## config.mk

```make
export PLATFORM = sky130hd
export DESIGN_NAME = maple_tx
export DESIGN_NICKNAME = d
export VERILOG_FILES = /design/src/rtl/maple_tx.sv
export SDC_FILE = /design/constraint.sdc
export NUM_CORES = 1
export LEC_CHECK = 0
export ABC_AREA = 0
export BUFFER_PORTS_ARGS = -buffer_cell sky130_fd_sc_hd__buf_2
export CAP_MARGIN = 20
export CORE_MARGIN = 1.5
export CORE_UTILIZATION = 40
export CTS_CLUSTER_DIAMETER = 120
export DETAILED_ROUTE_END_ITERATION = 12
export HOLD_SLACK_MARGIN = 0.1
export RECOVER_POWER = 25
export SLEW_MARGIN = 20
export SYNTH_ARGS = -nofsm -noshare
export SYNTH_HDL_FRONTEND = slang
export SYNTH_SLANG_ARGS = --single-unit
```

## constraint.sdc

```tcl
create_clock -name clk -period 4 [get_ports clk]
set_input_delay 0.8 -clock clk [delete_from_list [all_inputs] [get_ports clk]]
set_output_delay 0.8 -clock clk [all_outputs]
set_load 0.01 [all_outputs]
```

## src/rtl/maple_tx.sv

```systemverilog
`default_nettype none
// ============================================================================
//  Module      : maple_tx
//  Description : Maple bus frame transmitter. Serialises upstream bytes onto
//                SDCKA/SDCKB with start pattern, XOR CRC and end pattern.
//  Revision    : 1.0 - initial release
// ============================================================================
module maple_tx #(
    parameter int CLK_DIV    = 4,
    parameter int APPEND_CRC = 1,
    parameter int TIMEOUT    = 4096
) (
    input  logic       clk,
    input  logic       reset,
    input  logic       rx_active,
    input  logic [7:0] tx_data,
    input  logic       tx_valid,
    input  logic       tx_last,
    output logic       tx_ready,
    output logic       sdcka_o,
    output logic       sdckb_o,
    output logic       sdck_oe,
    output logic       busy,
    output logic       tx_done,
    output logic       tx_abort
);

    localparam int c_div_w   = $clog2(CLK_DIV + 1);
    localparam int c_stall_w = $clog2(TIMEOUT + 1);
    localparam logic [c_div_w-1:0]   c_div_last   = c_div_w'(CLK_DIV - 1);
    localparam logic [c_div_w-1:0]   c_div_pre    = c_div_w'(CLK_DIV);
    localparam logic [c_stall_w-1:0] c_stall_last = c_stall_w'(TIMEOUT - 1);

    localparam logic [2:0] c_idle  = 3'd0;
    localparam logic [2:0] c_pre   = 3'd1;
    localparam logic [2:0] c_start = 3'd2;
    localparam logic [2:0] c_bit   = 3'd3;
    localparam logic [2:0] c_next  = 3'd4;
    localparam logic [2:0] c_crc   = 3'd5;
    localparam logic [2:0] c_end   = 3'd6;
    localparam logic [2:0] c_post  = 3'd7;

    logic [2:0]           r_state,  w_state;
    logic [3:0]           r_step,   w_step;
    logic [c_div_w-1:0]   r_div,    w_div;
    logic [c_stall_w-1:0] r_stall,  w_stall;
    logic [7:0]           r_shreg,  w_shreg;
    logic [7:0]           r_crc,    w_crc;
    logic                 r_last,   w_last;
    logic                 r_crc_ph, w_crc_ph;
    logic                 r_abort,  w_abort;
    logic                 r_busy,   w_busy;
    logic                 r_done,   w_done;
    logic                 r_abt_p,  w_abt_p;
    logic                 r_a,      w_a;
    logic                 r_b,      w_b;
    logic                 r_oe;
    logic                 w_tick;
    logic                 w_accept;
    logic [2:0]           w_bit_idx;
    logic                 w_sdat;

    assign tx_ready = reset & (((r_state == c_idle) & ~rx_active) | (r_state == c_next));
    assign w_accept = tx_valid & tx_ready;
    // PRE absorbs the byte-load cycle, so it runs one clk longer than a tick
    assign w_tick   = (r_div == ((r_state == c_pre) ? c_div_pre : c_div_last));

    always_comb begin
        w_state  = r_state;
        w_step   = r_step;
        w_div    = w_tick ? '0 : r_div + 1'b1;
        w_stall  = r_stall;
        w_shreg  = r_shreg;
        w_crc    = r_crc;
        w_last   = r_last;
        w_crc_ph = r_crc_ph;
        w_abort  = r_abort;
        w_busy   = r_busy;
        w_done   = 1'b0;
        w_abt_p  = 1'b0;
        case (r_state)
            c_idle: begin
                w_div = '0;
                if (w_accept) begin
                    w_state  = c_pre;
                    w_shreg  = tx_data;
                    w_crc    = tx_data;
                    w_last   = tx_last;
                    w_crc_ph = 1'b0;
                    w_abort  = 1'b0;
                    w_busy   = 1'b1;
                end
            end
            c_pre: if (w_tick) begin
                w_state = c_start;
                w_step  = '0;
            end
            c_start: if (w_tick) begin
                if (r_step == 4'd9) begin
                    w_state = c_bit;
                    w_step  = '0;
                end else begin
                    w_step = r_step + 4'd1;
                end
            end
            c_bit: if (w_tick) begin
                if (r_step == 4'd15) begin
                    w_step  = '0;
                    w_stall = '0;
                    if (!r_last)
                        w_state = c_next;
                    else if ((APPEND_CRC != 0) && !r_crc_ph)
                        w_state = c_crc;
                    else
                        w_state = c_end;
                end else begin
                    w_step = r_step + 4'd1;
                end
            end
            c_next: begin
                w_div = '0;
                if (w_accept) begin
                    w_state = c_bit;
                    w_step  = '0;
                    w_shreg = tx_data;
                    w_crc   = r_crc ^ tx_data;
                    w_last  = tx_last;
                end else if (r_stall == c_stall_last) begin
                    w_state = c_end;
                    w_step  = '0;
                    w_abort = 1'b1;
                end else begin
                    w_stall = r_stall + 1'b1;
                end
            end
            c_crc: begin
                w_div    = '0;
                w_state  = c_bit;
                w_step   = '0;
                w_shreg  = r_crc;
                w_last   = 1'b1;
                w_crc_ph = 1'b1;
            end
            c_end: if (w_tick) begin
                if (r_step == 4'd5) begin
                    w_state = c_post;
                    w_step  = '0;
                end else begin
                    w_step = r_step + 4'd1;
                end
            end
            c_post: if (w_tick) begin
                w_state = c_idle;
                w_busy  = 1'b0;
                w_done  = ~r_abort;
                w_abt_p = r_abort;
            end
            default: w_state = c_idle;
        endcase
    end

    // Line levels are decoded from the next state so the pads change on state edges
    assign w_bit_idx = 3'd7 - w_step[3:1];
    assign w_sdat    = w_shreg[w_bit_idx];

    always_comb begin
        w_a = 1'b1;
        w_b = 1'b1;
        case (w_state)
            c_start: begin
                if (w_step == 4'd9) begin
                    w_a = 1'b1;
                    w_b = 1'b1;
                end else begin
                    w_a = 1'b0;
                    w_b = ~w_step[0];
                end
            end
            c_bit: begin
                if (!w_step[1]) begin
                    w_a = ~w_step[0];
                    w_b = w_sdat;
                end else begin
                    w_a = w_sdat;
                    w_b = ~w_step[0];
                end
            end
            c_next, c_crc: begin
                w_a = r_a;
                w_b = r_b;
            end
            c_end: begin
                if (w_step == 4'd5) begin
                    w_a = 1'b1;
                    w_b = 1'b1;
                end else begin
                    w_a = ~w_step[0];
                    w_b = 1'b0;
                end
            end
            default: begin
                w_a = 1'b1;
                w_b = 1'b1;
            end
        endcase
    end

    always_ff @(posedge clk or negedge reset) begin
        if (!reset) begin
            r_state  <= c_idle;
            r_step   <= '0;
            r_div    <= '0;
            r_stall  <= '0;
            r_shreg  <= '0;
            r_crc    <= '0;
            r_last   <= 1'b0;
            r_crc_ph <= 1'b0;
            r_abort  <= 1'b0;
            r_busy   <= 1'b0;
            r_done   <= 1'b0;
            r_abt_p  <= 1'b0;
            r_a      <= 1'b1;
            r_b      <= 1'b1;
            r_oe     <= 1'b0;
        end else begin
            r_state  <= w_state;
            r_step   <= w_step;
            r_div    <= w_div;
            r_stall  <= w_stall;
            r_shreg  <= w_shreg;
            r_crc    <= w_crc;
            r_last   <= w_last;
            r_crc_ph <= w_crc_ph;
            r_abort  <= w_abort;
            r_busy   <= w_busy;
            r_done   <= w_done;
            r_abt_p  <= w_abt_p;
            r_a      <= w_a;
            r_b      <= w_b;
            r_oe     <= (w_state != c_idle);
        end
    end

    assign sdcka_o  = r_a;
    assign sdckb_o  = r_b;
    assign sdck_oe  = r_oe;
    assign busy     = r_busy;
    assign tx_done  = r_done;
    assign tx_abort = r_abt_p;

endmodule
`default_nettype wire
```

---- Word level (Yosys, flattened, before mapping) ----
Index checks and enable logic that the tools add are counted.
storage, ports and cells
  bits in registers ....................... 48
  output and inout port bits .............. 7
  word-level logic and storage cells ...... 133
operators by class
  add/sub/neg operators ................... 4
  $lt $le $gt $ge ......................... 1
  eq/ne operators ......................... 28
  multiplexer cells ....................... 61
  bitwise operators ....................... 8
  reduce and logical (&&, ||, !) cells .... 16
operator list
  operator                                            number
  two-way mux 13 bit                                  4
  two-way mux 3 bit                                   14
  two-way mux 4 bit                                   9
  case mux 8 bit (2 select lines)                     2
  case mux 13 bit (2 select lines)                    1
  two-way mux 8 bit                                   3
  case mux 3 bit (8 select lines)                     1
  case mux 4 bit (6 select lines)                     1
  == test 3 bit, second input constant                7
  two-way mux 1 bit                                   17
  != test 2 bit, second input constant                7
  adder 13 x 1 -> 13 bit, second input constant       1
  == test 13 x 12 -> 1 bit, second input constant     1
  == test 3 x 2 -> 1 bit, second input constant       4
  == test 4 bit, second input constant                3
  nonzero test 2 bit                                  5
  == test 4 x 3 -> 1 bit, second input constant       2
  case mux 1 bit (2 select lines)                     4
  case mux 1 bit (4 select lines)                     2
  bitwise XOR 8 bit                                   1
  AND reduction 3 bit                                 2
  AND reduction 5 bit                                 1
  adder 4 x 1 -> 4 bit, second input constant         1
  < comparator 3 x 4 -> 1 bit, second input constant  1
  16 further kinds                                    24

---- Longest topological paths before layout ----
  depth after elaboration ................. 12
  mapped depth ............................ 10

---- Least setup slack after synthesis ----
No wires, ideal clock.
  kind .................................... input-to-reg
  start ................................... in rx_active
  end ..................................... reg r_a (netlist: sdcka_o)
  data arrival time ....................... 2,270 ps
  data required time ...................... 3,923 ps
  path slack .............................. 1,652 ps
  stages .................................. 10
  cells stage by stage .................... nor2b_1 -> nor4_1 -> buf_2 -> o21ai_0 -> a21o_1 -> clkbuf_1 -> nor2_1 -> and3_1 -> o21ai_0 -> a31oi_1
between the ends
  elaborated cells between the ends (all ways) .. 28
  classes of those cells .................. 1 x add/sub; 7 x eq/ne; 13 x mux; 6 x bitwise; 1 x reduce/logical
RTL lines
  item                                         line     text
  start: declaration                           15       input logic rx_active,
  inverter 1 bit *                             63       assign tx_ready = reset & (((r_state == c_idle) & ~rx_active) | (r_state == c_next));
  AND 1 bit *                                  63
  bitwise OR 1 bit *                           63
  AND 1 bit *                                  63
  AND 1 bit *                                  64       assign w_accept = tx_valid & tx_ready;
  two-way mux 3 bit, on equally long branches  122, 84
  case mux 3 bit (8 select lines) *            81       case (r_state)
  named net w_state[2]                         43       logic [2:0] r_state, w_state;
  == test 3 bit                                169      case (w_state)
  OR reduction 2 bit                           169
  case mux 1 bit (4 select lines)              169
  end signal: assignment                       238      r_a <= w_a;
  end: declaration                             55       logic r_a, w_a;
The timed path passes the listed nets; every way through them passes the cells marked *. The select of a mux whose other input is x is not followed.
A chain may end at the register's enable or synchronous reset.

---- Worst setup path after layout ----
  start ................................... reg r_state[1]
  end ..................................... reg r_b (netlist: sdckb_o)
between the ends
  cells in the longest elaborated chain, start to end .. 12
  elaborated cells between the ends (all ways) .. 51
  classes of those cells .................. 1 x add/sub; 15 x eq/ne; 27 x mux; 5 x bitwise; 3 x reduce/logical
RTL lines
  item                                     line    text
  start: declaration                       43
  start signal: assignment                 210     r_state <= c_idle;
  start signal: assignment                 226     r_state <= w_state;
  zero test 3 bit                          63, 81
  AND 1 bit                                63
  bitwise OR 1 bit                         63
  AND 1 bit                                63
  AND 1 bit                                64
  two-way mux 4 bit                        122     if (w_accept) begin
  case mux 4 bit (6 select lines)          81
  subtractor 3 bit                         163     assign w_bit_idx = 3'd7 - w_step[3:1];
  binary-select mux 1 bit (select 3 bit)   164     assign w_sdat = w_shreg[w_bit_idx];
  two-way mux 1 bit (implied by the code)  164
  two-way mux 1 bit                        180     if (!w_step[1]) begin
  case mux 1 bit (4 select lines)          169
  end signal: assignment                   239     r_b <= w_b;
  end: declaration                         56      logic r_b, w_b;
Several ways; a longest one is shown, not always the timed one. The select of a mux whose other input is x is not followed.

==> run_results.csv <==
group,metric,value,unit
status,status,"finished, final reports clean",
worst_setup_path,r2r_end,"sdckb_o",
routing,firstDrtPassIters,5,
routing,vias,2587,
min_path,min_to,"tx_done",
sta,hold_slack,0.475,ns
routing,drc,0,
clock_tree,numCtsBuffers,5,
synth,synth_edf_count,0,
pwr,vdd_drop_max,0.255,mV
worst_setup_path,reg2reg_from,"r_state[1]",
sta,tns,0,ns
clock_tree,holdBufCountCts,0,
worst_setup_path,regToRegSetupSlack,1.14,ns
finish,area_delta_synth_final,9.64,%
sta,rsz0062_at_grt,"false",
placed_design,place_ws,0.896,ns
clock_tree,path_clk_slew,0.09,ns
sta,period_needed,2.86,ns
floorplanning,die_area,7920,um^2
floorplanning,initial_core_util,0.410,
synth,synth_async_sr_flop_share,1.00,
routing,post_drt_wl_per_cell,16.1,um
sta,maxSlewViolCount,0,
worst_setup_path,critPathCaptureType,"register",
placed_design,hpwl,5070,um
global_routing,grt_start_max_net_pins,51,
finish,diodes,0,
finish,fin_area,3240,um^2
min_path,min_path_cells,1,
sta,tightest_slew,0.874,ns
pwr,cellPowerDensity,573,nW/um^2
min_path,hp-class,"reg -> reg",
sta,slew_headroom,0.417,
routing,antenna_left,0,
routing,drt-total-wl,7140,um
global_routing,grt_use_total,0.190,
floorplanning,dieWidth,89.0,um
floorplanning,ios,20,
job,drv_cap,0,
clock_tree,cts_resized,0,
placed_design,gp_congestion,0.923,
sta,fmaxAchievable,0.350,GHz
finish,nNetsFinal,360,
floorplanning,core,7210,um^2
worst_setup_path,critical_path_class,"reg -> reg",
pwr,totalPowerFinal,1.86,mW
min_path,worstHoldStart,"r_abort",
worst_setup_path,crit_fanout,23,
synth,ys_ff_latch,48,
synth,syn_inst,326,
finish,drive_above_1_share,0.157,
pwr,leakage,1.43,nW
clock_tree,cts.htree.levels,2,
worst_setup_path,cp.required,4.22,ns
synth,synth_cell_types,62,
placed_design,place_area,3140,um^2
clock_tree,cts_tree,"done",
clock_tree,worstSkewPairLatency,0.30,ns
sta,hold_viol_final,0,
worst_setup_path,startpoint_type,"register",
synth,synthesis.area,2960,um^2
floorplanning,die_height,89.0,um
clock_tree,cts_buffer_depth,2,
sta,period_share,0.715,
synth,syn_nets,343,
routing,drt_iter0_markers,172,
global_routing,overflow,0,
sta,fin_skew,0.00733,ns
global_routing,grt_pass1_wl,11700,um
floorplanning,rows,31,
global_routing,grt_pass1_vias,2316,
clock_tree,cts_setup_buffers,0,
routing,viasPerCell,5.84,
sta,setup_viol,0,
global_routing,antenna_found_initial,0,
synth,synth_warnings,0,
sta,fin_ws,1.14,ns
synth,yosysSeqAreaShare,0.407,
placed_design,io_buffers,19,
clock_tree,cts_root_buf,"clkbuf_8",
synth,syn-mean-instance-area,9.07,um^2
clock_tree,cts_sinks,48,
worst_setup_path,crit_arrival,3.07,ns
synth,synth_ff_type,"dfrtp_1",
worst_setup_path,rr_worst_depth,8,
## power by group
group,switching [mW],leakage (nW),internal (mW)
logic,0.446,0.759,0.322
registers,0.148,0.621,0.622
clock network,0.165,0.0515,0.158
## worst max path at each step
stage | startpoint | to | slack, ns | cells past startpoint
2_1_floorplan | rx_active | sdcka_o | 1.65 | 10
3_3_place_gp | r_state[2] | sdckb_o | 0.93 | 8
3_5_place_dp | r_state[2] | sdckb_o | 0.90 | 8
4_1_cts | r_state[2] | sdckb_o | 0.91 | 8
5_1_grt | r_state[1] | sdckb_o | 0.94 | 8
6_report | r_state[1] | sdckb_o | 1.14 | 8
## layout by cell type, fill, tap and decap left out, types with 2 or more instances in the layout
| master | count |
|---|---|
| a21o_1 | 3 |
| xor2_1 | 3 |
| o21ai_0 | 33 |
| dfstp_2 | 2 |
| nor4_1 | 2 |
| nor3_2 | 3 |
| a22o_1 | 12 |
| o22ai_1 | 3 |
| nand3_1 | 20 |
| a22oi_1 | 2 |
| xnor2_1 | 2 |
| nor2_1 | 32 |
| buf_2 | 18 |
| nand2b_1 | 4 |
| inv_1 | 9 |
| or2_2 | 2 |
| nand3b_1 | 5 |
| mux2i_1 | 7 |
| o31ai_1 | 2 |
| nor3_1 | 6 |
| a211oi_1 | 3 |
| and3b_1 | 2 |
| buf_4 | 4 |
| nor3b_2 | 2 |
| nand2_1 | 23 |
| a21oi_1 | 23 |
| and3_1 | 6 |
| ha_1 | 4 |
| nor2b_1 | 3 |
| clkbuf_1 | 2 |
| a221o_1 | 2 |
| o211ai_2 | 2 |
| nand4_1 | 6 |
| dfrtp_1 | 45 |
| and2_1 | 4 |
| or3_1 | 2 |
| a31oi_1 | 8 |
| clkbuf_8 | 7 |
## area by class of cell
class | instances | area [um^2]
clock buffer | 8 | 100
multi-input combinational | 255 | 1650
tap | 99 | 124
fill | 724 | 3970
timing repair buffer | 23 | 124
inverter | 10 | 37.5
sequential | 48 | 1200
## cells in the mapped netlist, types with 3 or more instances
cell,number,area (um^2)
dfrtp_1,46,1150
o21ai_0,33,165
nor2_1,32,120
a21oi_1,23,115
nand2_1,23,86.3
nand3_1,20,100
a22o_1,12,105
inv_1,9,33.8
a31oi_1,8,50.1
mux2i_1,7,70.1
and3_1,6,37.5
nand4_1,6,37.5
nor3_1,6,30.0
buf_2,5,25.0
nand3b_1,5,37.5
and2_1,4,25.0
clkbuf_1,4,15.0
ha_1,4,50.1
nand2b_1,4,25.0
a211oi_1,3,22.5
a21o_1,3,22.5
nor2b_1,3,18.8
nor3_2,3,30.0
nor4_1,3,18.8
o22ai_1,3,18.8
xor2_1,3,26.3
## flip-flops by register name, summed over array words and instances, names as in the netlist
register,cells
busy,1
r_abort,1
r_crc,8
r_crc_ph,1
r_div,3
r_last,1
r_shreg,8
r_stall,13
r_state,3
r_step,4
sdck_oe,1
sdcka_o,1
sdckb_o,1
tx_abort,1
tx_done,1
## worst max-delay path, cell delays in order (launching register included)
cell and delay, ns:
dfrtp_1 0.92, a21bo_2 0.32, a21o_1 0.18, a211oi_1 0.47, a22oi_4 0.18, mux2i_1 0.26, o22ai_1 0.16, o21ai_0 0.19
a31oi_1 0.10
## metrics by stage
step	cells	utilization
floorplan	326	-
global placement	435	0.436
detailed placement	435	0.436
CTS	443	0.450
global route	443	0.450
finish	443	0.450
## logic make-up (layout without fill, tap and decap cells)
family | after synthesis | after routing | share of synthesized area
xor gates and xnor gates | 5 | 5 | 0.0148
buffers and inverters | 23 | 41 | 0.0364
adders and majority gates | 4 | 4 | 0.0169
DFF | 48 | 48 | 0.407
muxes | 7 | 7 | 0.0237
AOI/OAI and AO/OA | 107 | 107 | 0.250
and+or+nand+nor | 132 | 132 | 0.251
## per-layer routing
metal | GRT usage | vias to the layer above | share of wire
met5 | 0 | - | 0
met4 | 0.0545 | 0 | 0.021
met3 | 0.0323 | 14 | 0.038
met2 | 0.306 | 68 | 0.47
met1 | 0.265 | 1257 | 0.47
li1 | - | 1248 | -
No activity file was read; power rests on OpenSTA's default activity.
